### src/rtl/nird_pkg.sv
// Shared definitions for the NIRD frame sequencer: FSM encoding, packing width,
// output buffer depth and the border test used by both counters and checks.
package nird_pkg;

  typedef enum logic [1:0] {
    ST_IDLE  = 2'd0,
    ST_RUN   = 2'd1,
    ST_FLUSH = 2'd2,
    ST_DONE  = 2'd3
  } state_t;

  localparam int PACK_W     = 8;
  localparam int PACK_CNT_W = $clog2(PACK_W);
  localparam int FIFO_DEPTH = 2;
  localparam int CNT_W      = $clog2(FIFO_DEPTH + 1);

  // True when (col,row) lies within b pixels of any frame edge.
  function automatic logic in_border(input int col, input int row,
                                     input int w, input int h, input int b);
    return (col < b) || (col >= w - b) || (row < b) || (row >= h - b);
  endfunction

endpackage

### src/rtl/nird_word_fifo.sv
// Two-entry word buffer between the bit packer and the bit-plane writer.
// Push and pop in the same cycle leave the count unchanged and keep order.
module nird_word_fifo
  import nird_pkg::*;
(
  input  logic              clk,
  input  logic              rst,
  input  logic              push_i,
  input  logic [PACK_W-1:0] data_i,
  input  logic              pop_i,
  output logic [PACK_W-1:0] data_o,
  output logic [CNT_W-1:0]  count_o
);

  logic [PACK_W-1:0] r_mem [FIFO_DEPTH];
  // Depth is two, so a single toggling bit addresses each slot.
  logic              r_wr_ptr;
  logic              r_rd_ptr;
  logic [CNT_W-1:0]  r_count;

  logic w_full;
  logic w_empty;
  logic w_pop;
  logic w_push;

  assign w_full  = (r_count == CNT_W'(FIFO_DEPTH));
  assign w_empty = (r_count == '0);
  assign w_pop   = pop_i & ~w_empty;
  assign w_push  = push_i & (~w_full | w_pop);

  always_ff @(posedge clk) begin
    if (!rst) begin
      for (int i = 0; i < FIFO_DEPTH; i++) begin
        r_mem[i] <= '0;
      end
      r_wr_ptr <= 1'b0;
      r_rd_ptr <= 1'b0;
      r_count  <= '0;
    end else begin
      if (w_push) begin
        r_mem[r_wr_ptr] <= data_i;
        r_wr_ptr        <= ~r_wr_ptr;
      end
      if (w_pop) begin
        r_rd_ptr <= ~r_rd_ptr;
      end
      case ({w_push, w_pop})
        2'b10:   r_count <= r_count + CNT_W'(1);
        2'b01:   r_count <= r_count - CNT_W'(1);
        default: r_count <= r_count;
      endcase
    end
  end

  assign data_o  = r_mem[r_rd_ptr];
  assign count_o = r_count;

endmodule

### src/rtl/nird_frame_ctrl.sv
// Frame sequencer: counts raster pixels, fires the NI calculator per pixel,
// masks border results and packs indicator bits into buffered 8-bit words.
module nird_frame_ctrl
  import nird_pkg::*;
#(
  parameter int IMG_W  = 640,
  parameter int IMG_H  = 480,
  parameter int BORDER = 1,
  parameter int WIDTH  = 10
) (
  input  logic             clk,
  input  logic             rst,
  input  logic             start_i,
  input  logic [23:0]      S_i,
  input  logic [WIDTH-1:0] sum_i,
  input  logic             sum_valid_i,
  output logic             sum_ready_o,
  output logic [23:0]      ni_S_o,
  output logic [WIDTH-1:0] ni_sum_o,
  output logic             ni_done_o,
  input  logic             ni_done_i,
  input  logic             ni_bit_i,
  output logic [7:0]       word_o,
  output logic             word_valid_o,
  input  logic             word_ready_i,
  output logic             busy_o,
  output logic             frame_done_o,
  output logic             err_o,
  output state_t           dbg_state_o
);

  // Handshakes: a pixel transfers on a rising edge where sum_valid_i and
  // sum_ready_o are both 1; a word transfers where word_valid_o and
  // word_ready_i are both 1. Neither ready depends on its own valid.

  localparam int COL_W = (IMG_W > 1) ? $clog2(IMG_W) : 1;
  localparam int ROW_W = (IMG_H > 1) ? $clog2(IMG_H) : 1;
  localparam logic [COL_W-1:0]      COL_LAST  = COL_W'(IMG_W - 1);
  localparam logic [ROW_W-1:0]      ROW_LAST  = ROW_W'(IMG_H - 1);
  localparam logic [PACK_CNT_W-1:0] PACK_LAST = PACK_CNT_W'(PACK_W - 1);

  state_t                r_state;
  logic [COL_W-1:0]      r_col;
  logic [ROW_W-1:0]      r_row;
  logic [23:0]           r_S;
  logic                  r_inflight;
  logic                  r_border_d;
  logic                  r_all_acc;
  logic [PACK_W-1:0]     r_pack;
  logic [PACK_CNT_W-1:0] r_pack_cnt;
  logic                  r_err;
  logic                  r_frame_done;

  logic [CNT_W-1:0]  w_fifo_cnt;
  logic [PACK_W-1:0] w_fifo_data;
  logic              w_fifo_full;
  logic              w_ready;
  logic              w_accept;
  logic              w_border;
  logic              w_last_pix;
  logic              w_pack;
  logic              w_bit;
  logic [PACK_W-1:0] w_pack_next;
  logic              w_word_push;
  logic              w_flush_push;
  logic              w_push;
  logic [PACK_W-1:0] w_push_data;
  logic              w_pop;

  assign w_fifo_full = (w_fifo_cnt == CNT_W'(FIFO_DEPTH));

  // Accept only while the buffer can absorb any word this pixel may complete;
  // once the last pixel is taken, wait for its bit before leaving RUN.
  assign w_ready = (r_state == ST_RUN) & ~r_all_acc &
                   ((w_fifo_cnt == '0) |
                    ((w_fifo_cnt == CNT_W'(1)) &
                     ~(r_inflight & (r_pack_cnt == PACK_LAST))));

  assign w_accept   = sum_valid_i & w_ready;
  assign w_border   = in_border(int'(r_col), int'(r_row), IMG_W, IMG_H, BORDER);
  assign w_last_pix = (r_col == COL_LAST) & (r_row == ROW_LAST);

  assign w_pack = ni_done_i & r_inflight;
  assign w_bit  = ni_bit_i & ~r_border_d;

  always_comb begin
    w_pack_next             = r_pack;
    w_pack_next[r_pack_cnt] = w_bit;
  end

  assign w_word_push  = w_pack & (r_pack_cnt == PACK_LAST);
  assign w_flush_push = (r_state == ST_FLUSH) & (r_pack_cnt != '0) & ~w_fifo_full;
  assign w_push       = w_word_push | w_flush_push;
  // Unwritten high bits of a partial word are already zero.
  assign w_push_data  = w_word_push ? w_pack_next : r_pack;
  assign w_pop        = word_valid_o & word_ready_i;

  always_ff @(posedge clk) begin
    if (!rst) begin
      r_state      <= ST_IDLE;
      r_col        <= '0;
      r_row        <= '0;
      r_S          <= '0;
      r_inflight   <= 1'b0;
      r_border_d   <= 1'b0;
      r_all_acc    <= 1'b0;
      r_pack       <= '0;
      r_pack_cnt   <= '0;
      r_err        <= 1'b0;
      r_frame_done <= 1'b0;
    end else begin
      r_frame_done <= 1'b0;

      if (ni_done_i & ~r_inflight) begin
        r_err <= 1'b1;
      end

      if (w_accept) begin
        r_inflight <= 1'b1;
      end else if (w_pack) begin
        r_inflight <= 1'b0;
      end

      if (w_accept) begin
        r_border_d <= w_border;
        if (w_last_pix) begin
          r_all_acc <= 1'b1;
        end
        if (r_col == COL_LAST) begin
          r_col <= '0;
          r_row <= (r_row == ROW_LAST) ? '0 : r_row + ROW_W'(1);
        end else begin
          r_col <= r_col + COL_W'(1);
        end
      end

      if (w_pack) begin
        if (r_pack_cnt == PACK_LAST) begin
          r_pack     <= '0;
          r_pack_cnt <= '0;
        end else begin
          r_pack     <= w_pack_next;
          r_pack_cnt <= r_pack_cnt + PACK_CNT_W'(1);
        end
      end else if (w_flush_push) begin
        r_pack     <= '0;
        r_pack_cnt <= '0;
      end

      case (r_state)
        ST_IDLE: begin
          if (start_i) begin
            r_state   <= ST_RUN;
            r_S       <= S_i;
            r_col     <= '0;
            r_row     <= '0;
            r_all_acc <= 1'b0;
          end
        end
        ST_RUN: begin
          if (w_pack & r_all_acc) begin
            r_state <= ST_FLUSH;
          end
        end
        ST_FLUSH: begin
          if ((r_pack_cnt == '0) | w_flush_push) begin
            r_state <= ST_DONE;
          end
        end
        ST_DONE: begin
          if (w_fifo_cnt == '0) begin
            r_state      <= ST_IDLE;
            r_frame_done <= 1'b1;
          end
        end
        default: r_state <= ST_IDLE;
      endcase
    end
  end

  nird_word_fifo u_fifo (
    .clk     (clk),
    .rst     (rst),
    .push_i  (w_push),
    .data_i  (w_push_data),
    .pop_i   (w_pop),
    .data_o  (w_fifo_data),
    .count_o (w_fifo_cnt)
  );

  assign sum_ready_o  = w_ready;
  assign ni_S_o       = r_S;
  assign ni_sum_o     = sum_i;
  assign ni_done_o    = w_accept;
  assign word_o       = w_fifo_data;
  assign word_valid_o = (w_fifo_cnt != '0);
  assign busy_o       = (r_state != ST_IDLE);
  assign frame_done_o = r_frame_done;
  assign err_o        = r_err;
  assign dbg_state_o  = r_state;

endmodule

### config.mk
export PLATFORM = sky130hd
export DESIGN_NAME = nird_frame_ctrl
export DESIGN_NICKNAME = d
export VERILOG_FILES = /design/src/rtl/nird_pkg.sv /design/src/rtl/nird_word_fifo.sv /design/src/rtl/nird_frame_ctrl.sv
export SDC_FILE = /design/constraint.sdc
export NUM_CORES = 1
export LEC_CHECK = 0
export CORE_MARGIN = 2
export CORE_UTILIZATION = 52
export CTS_BUF_LIST = sky130_fd_sc_hd__clkbuf_8
export CTS_CLUSTER_SIZE = 28
export DETAILED_ROUTE_END_ITERATION = 10
export GPL_TIMING_DRIVEN = 0
export PLACE_DENSITY = 0.82
export SYNTH_ARGS = -nofsm -noshare
export SYNTH_HDL_FRONTEND = slang
export SYNTH_SLANG_ARGS = --single-unit
### constraint.sdc
create_clock -name clk -period 2.35 [get_ports clk]
set_clock_uncertainty 0.05 [all_clocks]
set_input_delay 0.235 -clock clk [delete_from_list [all_inputs] [get_ports clk]]
set_output_delay 0.235 -clock clk [all_outputs]
set_load 0.01 [all_outputs]
-- Yosys cells after proc, flatten, opt, wreduce, memory -nomap -nowiden
Memory sizes are Yosys's and may differ from the RTL's. A register that Yosys moved wholly into a read port is not among the register bits.
Cells that the tools add are included.
- reduce and logical (&&, ||, !) cells: 17
- add/sub/neg operators: 5
- equality and inequality tests: 14
- magnitude comparators: 6
- muxes and demuxes: 41
- bitwise operators: 28
- operators with widths (operator ; number):
    2-to-1 mux 9 bit ; 5
    2-to-1 mux 10 bit ; 4
    2-to-1 mux 8 bit ; 5
    bitwise AND 1 bit ; 16
    2-to-1 mux 1 bit ; 16
    adder 10 x 1 -> 10 bit (second input constant) ; 1
    equality test 10 bit (second input constant) ; 1
    greater-or-equal comparator 10 bit (second input constant) ; 1
    < comparator 10 x 1 -> 1 bit (second input constant) ; 1
    nonzero test 2 bit ; 5
    adder 9 x 1 -> 9 bit (second input constant) ; 1
    equality test 9 bit (second input constant) ; 1
    greater-or-equal comparator 9 bit (second input constant) ; 1
    < comparator 9 x 1 -> 1 bit (second input constant) ; 1
    2-to-1 mux 3 bit ; 3
    bitwise mux 8 bit ; 1
    equality test 2 bit (second input constant) ; 4
    2-to-1 mux 2 bit ; 4
    NOT 1 bit ; 8
    one-hot mux 2 bit (4 select lines) ; 1
    OR reduction 8 bit ; 1
    equality test 2 x 1 -> 1 bit (second input constant) ; 3
    != test 2 x 1 -> 1 bit (second input constant) ; 3
    logical NOT 2 bit ; 2
    other kinds (16) ; 22
- memories: 1
- word-level logic and storage cells: 126
- memory bits (writable): 16
- register bits: 65
- output and inout bits: 50
- input bits: 41
- memory list (name ; words ; bits a word ; rd ports ; clocked after Yosys merged registers in ; wr ports ; RTL line ; RTL):
    u_fifo.r_mem ; 2 ; 8 ; 1 ; 1 ; 2 ; nird_word_fifo.sv:15 ; logic [PACK_W-1:0] r_mem [FIFO_DEPTH];

-- Depth between registers and ports, before layout
Gate-level depths: netlist (run 1).
- depth after elaboration: 10
- mapped depth: 10

-- By module
From an unflattened synthesis (run 1), not the netlist that was laid out.
- cell total of the unflattened synthesis: 460
- area total of the unflattened synthesis: 4012.6 µm²
- modules (own cells, without submodules) (module ; times used ; seq. area each (µm²) ; area an instance (µm²) ; cells each):
    nird_frame_ctrl ; 1 ; 1221.2 ; 3083.0 ; 385
    nird_word_fifo ; 1 ; 580.6 ; 929.6 ; 75

-- Worst setup path after synthesis (run 1)
Ideal clock, no wire load.
- kind: register to register
- start: register r_pack_cnt[0]
- end: memory u_fifo.r_mem[1][0] (enable)
- slack: 0.337 ns
- cell stages (with the launch flop): 8
- buffers on the path: 1
- required time: 1.971 ns
- data arrival time: 1.634 ns
- setup time: 0.329 ns
- cell sequence: dfxtp_1 -> clkbuf_1 -> inv_1 -> ha_1 -> nand2b_1 -> and3_1 -> o211ai_2 -> nand2_1
- RTL lines (what ; RTL line ; RTL):
    start, declared ; nird_frame_ctrl.sv:50 ; logic [PACK_CNT_W-1:0] r_pack_cnt;
    start signal, assigned ; nird_frame_ctrl.sv:143 ; r_pack_cnt <= r_pack_cnt + PACK_CNT_W'(1);
    end, declared ; nird_word_fifo.sv:15 ;

==> report_table.html, run 1 <==
<table>
<tr><th>Metric</th><th>Value</th></tr>
<tr><th colspan="2">STA</th></tr>
<tr><td>Worst Slack Setup Final</td><td>116 ps</td></tr>
<tr><td>Final hold violations</td><td>0</td></tr>
<tr><td>Fin Setup TNS</td><td>0 ps</td></tr>
<tr><td>Period minus WS final</td><td>2230 ps</td></tr>
<tr><td>Count of endpoints failing setup in the final report</td><td>0</td></tr>
<tr><td>Worst hold-check slack</td><td>339 ps</td></tr>
<tr><td>Final period util</td><td>0.951</td></tr>
<tr><td>Fmax</td><td>0.448 GHz</td></tr>
<tr><td>Unrepaired setup endpoints after global routing</td><td>true</td></tr>
<tr><td>Worst slew slack as a fraction of its limit</td><td>0.590</td></tr>
<tr><td>Number of pins exceeding their max-slew limit in the final report</td><td>0</td></tr>
<tr><td>Slew at the pin with the worst max-slew slack</td><td>615 ps</td></tr>
<tr><th colspan="2">Logic synthesis</th></tr>
<tr><td>Syn_nets</td><td>521</td></tr>
<tr><td>Warning count from the yosys run</td><td>0</td></tr>
<tr><td>Post-synthesis instance area</td><td>3990 um^2</td></tr>
<tr><td>Proportion of synthesized flip-flops having asynchronous set or reset</td><td>0</td></tr>
<tr><td>Number of synthesized register bits</td><td>82</td></tr>
<tr><td>Number of enable flip-flop cells after synthesis</td><td>16</td></tr>
<tr><td>Top FF cell, synth</td><td>dfxtp_1</td></tr>
<tr><td>Post-Synthesis Mean Instance Area</td><td>8.58 um^2</td></tr>
<tr><td>Fraction of the yosys area taken by sequential cells</td><td>0.452</td></tr>
<tr><td>Synth cell types</td><td>53</td></tr>
<tr><td>Cells after synthesis</td><td>approximately 470</td></tr>
<tr><th colspan="2">Drt</th></tr>
<tr><td>Number of vias after detailed routing</td><td>3723</td></tr>
<tr><td>Via density per instance</td><td>5.63</td></tr>
<tr><td>Final antenna-violating net count</td><td>0</td></tr>
<tr><td>Starting DRT DRC Count</td><td>348</td></tr>
<tr><td>Count of TritonRoute iterations in the first routing pass</td><td>5</td></tr>
<tr><td>DRT Wirelength</td><td>9620 um</td></tr>
<tr><td>Routed length per instance</td><td>between 10 and 15 um</td></tr>
<tr><td>Number of remaining DRC errors</td><td>0</td></tr>
<tr><th colspan="2">GRT</th></tr>
<tr><td>Number of global-route vias before repair</td><td>3611</td></tr>
<tr><td>First-pass GRT wire length</td><td>16500 um</td></tr>
<tr><td>Number of antenna violations at the first check in global routing</td><td>0</td></tr>
<tr><td>Global-route total usage across every layer</td><td>0.242</td></tr>
<tr><td>GRT overflow</td><td>0</td></tr>
<tr><td>Pin count of the biggest net entering global routing</td><td>16</td></tr>
<tr><th colspan="2">Cells and area</th></tr>
<tr><td>Count of antenna diodes in the layout</td><td>0</td></tr>
<tr><td>Layout Area Growth over Synthesis</td><td>28.4%</td></tr>
<tr><td>Util after Layout</td><td>0.699</td></tr>
<tr><td>Commonest non-fill, non-tap cell in the layout</td><td>clkdlybuf4s50_1</td></tr>
<tr><td>Most frequent cells in the layout</td><td>77 x clkdlybuf4s50_1, 67 x nand2_1, 64 x dfxtp_1</td></tr>
<tr><td>Share of cells above drive strength 1</td><td>0.0925</td></tr>
<tr><td>Final design area excluding fillers</td><td>5120 um^2</td></tr>
<tr><td>Final instance count without filler cells</td><td>661</td></tr>
<tr><td>Nets</td><td>613</td></tr>
<tr><th colspan="2">Floorplanning</th></tr>
<tr><td>Standard-cell row count</td><td>31</td></tr>
<tr><td>Initial core utilization</td><td>0.544</td></tr>
<tr><td>Width of the die</td><td>91.6 um</td></tr>
<tr><td>Top Ports</td><td>slightly above 90</td></tr>
<tr><td>Die area</td><td>~8400 um^2</td></tr>
<tr><td>Height of the chip</td><td>91.6 um</td></tr>
<tr><td>Floorplan Core Area</td><td>7330 um^2</td></tr>
<tr><th colspan="2">Worst setup path</th></tr>
<tr><td>Worst path buffer plus inverter count</td><td>1</td></tr>
<tr><td>Family of cells with the greatest summed delay on the critical path</td><td>simple AND/OR/NAND/NOR gates</td></tr>
<tr><td>Maximum fanout along the worst path</td><td>9</td></tr>
<tr><td>Startpoint of the worst-slack reg-to-reg timing path</td><td>u_fifo.count_o[0]</td></tr>
<tr><td>FF-to-FF End</td><td>u_fifo.r_mem[1][3]</td></tr>
<tr><td>Series of cell instances along the critical path</td><td>inv_1, ha_1, nand2b_1, a21oi_1, o211ai_2, nand2_2</td></tr>
<tr><td>Slack of the worst reg-to-reg path</td><td>around 120 ps</td></tr>
<tr><td>Worst Path Arrival</td><td>2230 ps</td></tr>
<tr><td>Source of the critical timing path</td><td>u_fifo.count_o[0]</td></tr>
<tr><td>Crit start category</td><td>register</td></tr>
<tr><td>Data required, critical path</td><td>about 2400 ps</td></tr>
<tr><td>Worst setup path class</td><td>register to register</td></tr>
<tr><td>Critical path endpoint category</td><td>register</td></tr>
<tr><td>Depth of the worst register-to-register path</td><td>6</td></tr>
<tr><td>Largest incremental delay on the critical path</td><td>roughly 400 ps</td></tr>
<tr><td>Slowest library cell on the worst path</td><td>dfxtp_1</td></tr>
<tr><th colspan="2">Run status</th></tr>
<tr><td>Outcome</td><td>completed</td></tr>
<tr><th colspan="2">Placement</th></tr>
<tr><td>Port bufs</td><td>79</td></tr>
<tr><td>Weighted congestion reported at the end of routability-driven placement</td><td>roughly 0.9</td></tr>
<tr><td>Post-Place Worst Slack</td><td>-242 ps</td></tr>
<tr><td>Post-DP Area</td><td>4900 um^2</td></tr>
<tr><td>Number of cells after detailed placement</td><td>643</td></tr>
<tr><td>HPWL after detailed placement</td><td>6920 um</td></tr>
<tr><th colspan="2">Power and ir drop</th></tr>
<tr><td>Static power due to leakage</td><td>about 1.8 nW</td></tr>
<tr><td>IR Drop Worst-Case VDD</td><td>0.568 mV</td></tr>
<tr><td>Total power consumption of the routed design</td><td>4.14 mW</td></tr>
<tr><td>Total power per unit cell area</td><td>approximately 800 nW/um^2</td></tr>
<tr><th colspan="2">CTS</th></tr>
<tr><td>Clock slew seen by the registers of the worst setup and hold paths</td><td>90 ps</td></tr>
<tr><td>Cell at the root of the clock tree</td><td>clkbuf_8</td></tr>
<tr><td>Insertion delay of the later-clocked pin in the worst-skew pair</td><td>~350 ps</td></tr>
<tr><td>Clock buffers created by TritonCTS</td><td>9</td></tr>
<tr><td>Clock tree from TritonCTS</td><td>built</td></tr>
<tr><td>Number of buffers inserted for hold repair after clock tree synthesis</td><td>0</td></tr>
<tr><td>H-tree level count</td><td>3</td></tr>
<tr><td>Deepest clock path buffer count</td><td>2</td></tr>
<tr><td>Clock sinks</td><td>82</td></tr>
<tr><th colspan="2">Min path</th></tr>
<tr><td>Start point of the worst min-delay path</td><td>ni_done_i</td></tr>
<tr><td>Hold/Removal Path Class</td><td>input port to register</td></tr>
<tr><td>Hold-critical path endpoint</td><td>err_o</td></tr>
<tr><td>Number of cells on the worst hold path</td><td>3</td></tr>
<tr><th colspan="2">Job</th></tr>
<tr><td>Max-cap check violation count</td><td>0</td></tr>
</table>
## how the worst max path moves through the flow
stage / endpoint / depth (start not counted)
final: u_fifo.r_mem[1][3] / 6
after global placement: ni_done_o / 7
after floorplan: u_fifo.r_mem[1][0] / 7
after global routing: u_fifo.r_mem[0][0] / 6
after detailed placement: ni_done_o / 7
after CTS: ni_done_o / 7
## final cells by class
| class | count | area [um^2] |
|---|---|---|
| plain buffers | 34 | 176 |
| clock buffers | 9 | 124 |
| clock inverters | 7 | 53.8 |
| fillers | 564 | 2210 |
| inverters | 17 | 66.3 |
| multi-input cells | 332 | 1970 |
| flip-flops and latches | 82 | 1800 |
| well taps | 99 | 124 |
| repair buffers | 81 | 800 |
## cells in the mapped netlist (all sizes together) (2+ instances only)
| library cell | n | area share |
|---|---|---|
| nand3 | 19 | 0.024 |
| nor4 | 2 | 0.0031 |
| o21a | 3 | 0.0056 |
| nor2 | 46 | 0.043 |
| nand2b | 6 | 0.0094 |
| mux2 | 8 | 0.023 |
| o21ai | 18 | 0.024 |
| a211oi | 2 | 0.0038 |
| o211ai | 3 | 0.0069 |
| and3b | 2 | 0.0044 |
| and3 | 6 | 0.0094 |
| clkbuf | 18 | 0.017 |
| nor3b | 2 | 0.0038 |
| a21oi | 53 | 0.066 |
| or3 | 6 | 0.0094 |
| inv | 17 | 0.016 |
| o2111ai | 2 | 0.0044 |
| nor2b | 3 | 0.0047 |
| o31ai | 5 | 0.0094 |
| nand4 | 3 | 0.0047 |
| mux2i | 10 | 0.025 |
| buf | 16 | 0.025 |
| and2 | 4 | 0.0063 |
| a31oi | 4 | 0.0063 |
| nor3 | 9 | 0.011 |
| a21o | 3 | 0.0056 |
| a211o | 2 | 0.0044 |
| and4 | 2 | 0.0044 |
| edfxtp | 16 | 0.12 |
| xor2 | 6 | 0.013 |
| or4 | 7 | 0.013 |
| ha | 15 | 0.047 |
| dfxtp | 66 | 0.33 |
| nand2 | 68 | 0.064 |
## flip-flops by register name, indices dropped and copies added, names as in the netlist, 2 cells and up, named ones only
register,count
r_col,10
r_row,9
r_pack_cnt,3
dbg_state_o,2
ni_S_o,24
u_fifo.r_mem,16
u_fifo.count_o,2
r_pack,8
## worst reg2reg max path, delay by kind of cell, from the launching register on
kind                       cells  cell delay (ps)
and+or+nand+nor                2              550
AOI/OAI and AO/OA              2              500
DFF                            1              400
adders and majority gates      1              330
buffers and inverters          1               90
## what timing repair did
action                                  in CTS  in global routing
buffers inserted                             2                  0
endpoints found under the setup margin      10                 25
endpoints found under the hold margin        0                  0
resized for setup                           11                  6
pin swaps                                    2                  1
## kinds of logic after synthesis
logic type	share of synthesized area
compound gates	0.157
xor+xnor	0.0154
fa+ha+maj	0.0471
buf+inv	0.0580
flops	0.452
mux	0.0477
simple gates	0.223
## per-layer routing
layer,up-vias,wire length [um],share of wire,track usage
met1,1720,4230,0.44,0.308
li1,1811,-,-,-
met2,170,4340,0.45,0.390
met4,0,212,0.022,0.0960
met3,22,845,0.088,0.0622
met5,-,0,0,0
## power breakdown
part,internal [mW],switching [mW]
clock,0.391,0.533
combinational,0.692,0.838
sequential,1.59,0.0980
total,2.67,1.47
(Power assumes the default switching activity.)
==> inputs of run 2 (changes only) <==
Settings changed: CORE_MARGIN 2 to not set, HOLD_SLACK_MARGIN set to 0.06.
==> report_table.html, run 2 (synthesized netlist as in run 1, its figures left out) <==
<table>
<tr><th>Metric</th><th>Value</th></tr>
<tr><th colspan="2">Drt</th></tr>
<tr><td>Final antenna-violating net count</td><td>0</td></tr>
<tr><td>Number of remaining DRC errors</td><td>0</td></tr>
<tr><td>DRT Wirelength</td><td>9700 um</td></tr>
<tr><td>Starting DRT DRC Count</td><td>210</td></tr>
<tr><td>Via density per instance</td><td>about 5.6</td></tr>
<tr><td>Number of vias after detailed routing</td><td>3725</td></tr>
<tr><td>Count of TritonRoute iterations in the first routing pass</td><td>5</td></tr>
<tr><td>Routed length per instance</td><td>14.7 um</td></tr>
<tr><th colspan="2">Floorplanning</th></tr>
<tr><td>Width of the die</td><td>around 90 um</td></tr>
<tr><td>Standard-cell row count</td><td>31</td></tr>
<tr><td>Floorplan Core Area</td><td>7330 um^2</td></tr>
<tr><td>Initial core utilization</td><td>0.544</td></tr>
<tr><td>Height of the chip</td><td>89.6 um</td></tr>
<tr><td>Top Ports</td><td>91</td></tr>
<tr><td>Die area</td><td>8030 um^2</td></tr>
<tr><th colspan="2">STA</th></tr>
<tr><td>Worst Slack Setup Final</td><td>slightly above 70 ps</td></tr>
<tr><td>Count of endpoints failing setup in the final report</td><td>0</td></tr>
<tr><td>Unrepaired setup endpoints after global routing</td><td>false</td></tr>
<tr><td>Worst hold-check slack</td><td>357 ps</td></tr>
<tr><td>Slew at the pin with the worst max-slew slack</td><td>635 ps</td></tr>
<tr><td>Final period util</td><td>0.970</td></tr>
<tr><td>Worst slew slack as a fraction of its limit</td><td>0.574</td></tr>
<tr><td>Fmax</td><td>0.439 GHz</td></tr>
<tr><td>Period minus WS final</td><td>2280 ps</td></tr>
<tr><td>Final hold violations</td><td>0</td></tr>
<tr><td>Number of pins exceeding their max-slew limit in the final report</td><td>0</td></tr>
<tr><td>Fin Setup TNS</td><td>0 ps</td></tr>
<tr><th colspan="2">Min path</th></tr>
<tr><td>Hold/Removal Path Class</td><td>input port to register</td></tr>
<tr><th colspan="2">GRT</th></tr>
<tr><td>GRT overflow</td><td>0</td></tr>
<tr><td>Number of global-route vias before repair</td><td>3420</td></tr>
<tr><td>Pin count of the biggest net entering global routing</td><td>15</td></tr>
<tr><td>Global-route total usage across every layer</td><td>0.259</td></tr>
<tr><td>Number of antenna violations at the first check in global routing</td><td>0</td></tr>
<tr><td>First-pass GRT wire length</td><td>15700 um</td></tr>
<tr><th colspan="2">Placement</th></tr>
<tr><td>Port bufs</td><td>79</td></tr>
<tr><td>HPWL after detailed placement</td><td>about 6900 um</td></tr>
<tr><td>Post-Place Worst Slack</td><td>-222 ps</td></tr>
<tr><td>Weighted congestion reported at the end of routability-driven placement</td><td>0.950</td></tr>
<tr><td>Number of cells after detailed placement</td><td>643</td></tr>
<tr><td>Post-DP Area</td><td>4900 um^2</td></tr>
<tr><th colspan="2">Cells and area</th></tr>
<tr><td>Util after Layout</td><td>0.706</td></tr>
<tr><td>Max reg flops</td><td>24</td></tr>
<tr><td>Count of antenna diodes in the layout</td><td>0</td></tr>
<tr><td>Final instance count without filler cells</td><td>661</td></tr>
<tr><td>Layout Area Growth over Synthesis</td><td>29.7%</td></tr>
<tr><td>Most frequent cells in the layout</td><td>77 x clkdlybuf4s50_1, 67 x nand2_1, 64 x dfxtp_1</td></tr>
<tr><td>Area of the multi-input gates</td><td>approximately 2000 um^2</td></tr>
<tr><td>Commonest non-fill, non-tap cell in the layout</td><td>clkdlybuf4s50_1</td></tr>
<tr><td>Final design area excluding fillers</td><td>around 5200 um^2</td></tr>
<tr><td>Share of cells above drive strength 1</td><td>0.0890</td></tr>
<tr><td>Storage cell area</td><td>1800 um^2</td></tr>
<tr><td>Nets</td><td>613</td></tr>
<tr><td>Filler cell count</td><td>564</td></tr>
<tr><th colspan="2">Worst setup path</th></tr>
<tr><td>Slack of the worst reg-to-reg path</td><td>140 ps</td></tr>
<tr><td>Data required, critical path</td><td>2070 ps</td></tr>
<tr><td>Worst Path Arrival</td><td>1990 ps</td></tr>
<tr><td>Worst setup path class</td><td>register to primary output</td></tr>
<tr><td>Crit start category</td><td>register</td></tr>
<tr><td>Maximum fanout along the worst path</td><td>10</td></tr>
<tr><td>Critical path endpoint category</td><td>primary output</td></tr>
<tr><th colspan="2">CTS</th></tr>
<tr><td>Clock slew seen by the registers of the worst setup and hold paths</td><td>80 ps</td></tr>
<tr><td>Clock buffers created by TritonCTS</td><td>9</td></tr>
<tr><td>H-tree level count</td><td>3</td></tr>
<tr><td>Insertion delay of the later-clocked pin in the worst-skew pair</td><td>350 ps</td></tr>
<tr><td>Clock tree from TritonCTS</td><td>built</td></tr>
<tr><td>Number of buffers inserted for hold repair after clock tree synthesis</td><td>0</td></tr>
<tr><td>Cell at the root of the clock tree</td><td>clkbuf_8</td></tr>
<tr><td>Clock sinks</td><td>slightly above 80</td></tr>
<tr><td>Deepest clock path buffer count</td><td>2</td></tr>
<tr><th colspan="2">Power and ir drop</th></tr>
<tr><td>Static power due to leakage</td><td>1.87 nW</td></tr>
<tr><td>Total power consumption of the routed design</td><td>between 4 and 5 mW</td></tr>
<tr><td>IR Drop Worst-Case VDD</td><td>0.508 mV</td></tr>
<tr><td>Total power per unit cell area</td><td>between 800 and 900 nW/um^2</td></tr>
<tr><th colspan="2">Job</th></tr>
<tr><td>Max-cap check violation count</td><td>0</td></tr>
<tr><th colspan="2">Run status</th></tr>
<tr><td>Outcome</td><td>completed</td></tr>
</table>
==> run 2: worst paths after layout <==
kind / from / to / depth (start not counted)
setup reg to reg: dbg_state_o[1] / r_row[5] / 8
hold / removal: ni_done_i / err_o / 3
hold reg to reg: ni_S_o[8] / ni_S_o[8] / 2
setup / recovery: dbg_state_o[1] / ni_done_o / 7
==> run 2: critical path, cell delays in order (launching register included) <==
cell and delay [ps]:
dfxtp_1 420, inv_1 120, ha_1 220, and3b_2 260, o21ai_4 80, buf_6 170
inv_4 80, dlygate4sd2_1 290
==> run 2: routing by layer <==
layer / track usage / part of all wire / wire [um]
met5: 0 / 0 / 0
met4: 0.0895 / 0.012 / 114
met3: 0.0768 / 0.089 / 867
met2: 0.421 / 0.47 / 4580
met1: 0.329 / 0.43 / 4130
==> run 2: final cells by class <==
| type | instances | share of cell area |
|---|---|---|
| Buffer | 34 | 0.0341 |
| Clock buffer | 10 | 0.0266 |
| Clock inverter | 6 | 0.0160 |
| Inverter | 17 | 0.0128 |
| Multi-Input combinational cell | 332 | 0.383 |
| Sequential cell | 82 | 0.349 |
| Tap cell | 99 | 0.0239 |
| Timing Repair Buffer | 81 | 0.155 |
==> run 2: power by group <==
group	internal [mW]	total, mW	switching [mW]
logic	0.693	1.54	0.845
registers	1.59	1.69	0.103
clock network	0.622	1.13	0.506
total	2.90	4.35	1.45
==> run 2: repair_timing <==
action                                  4_1_cts  5_1_grt
hold endpoints to repair                      0        0
pin swaps                                     2        0
setup buffers                                 2        0
endpoints found under the setup margin       10       21
gates resized for setup                       9        7
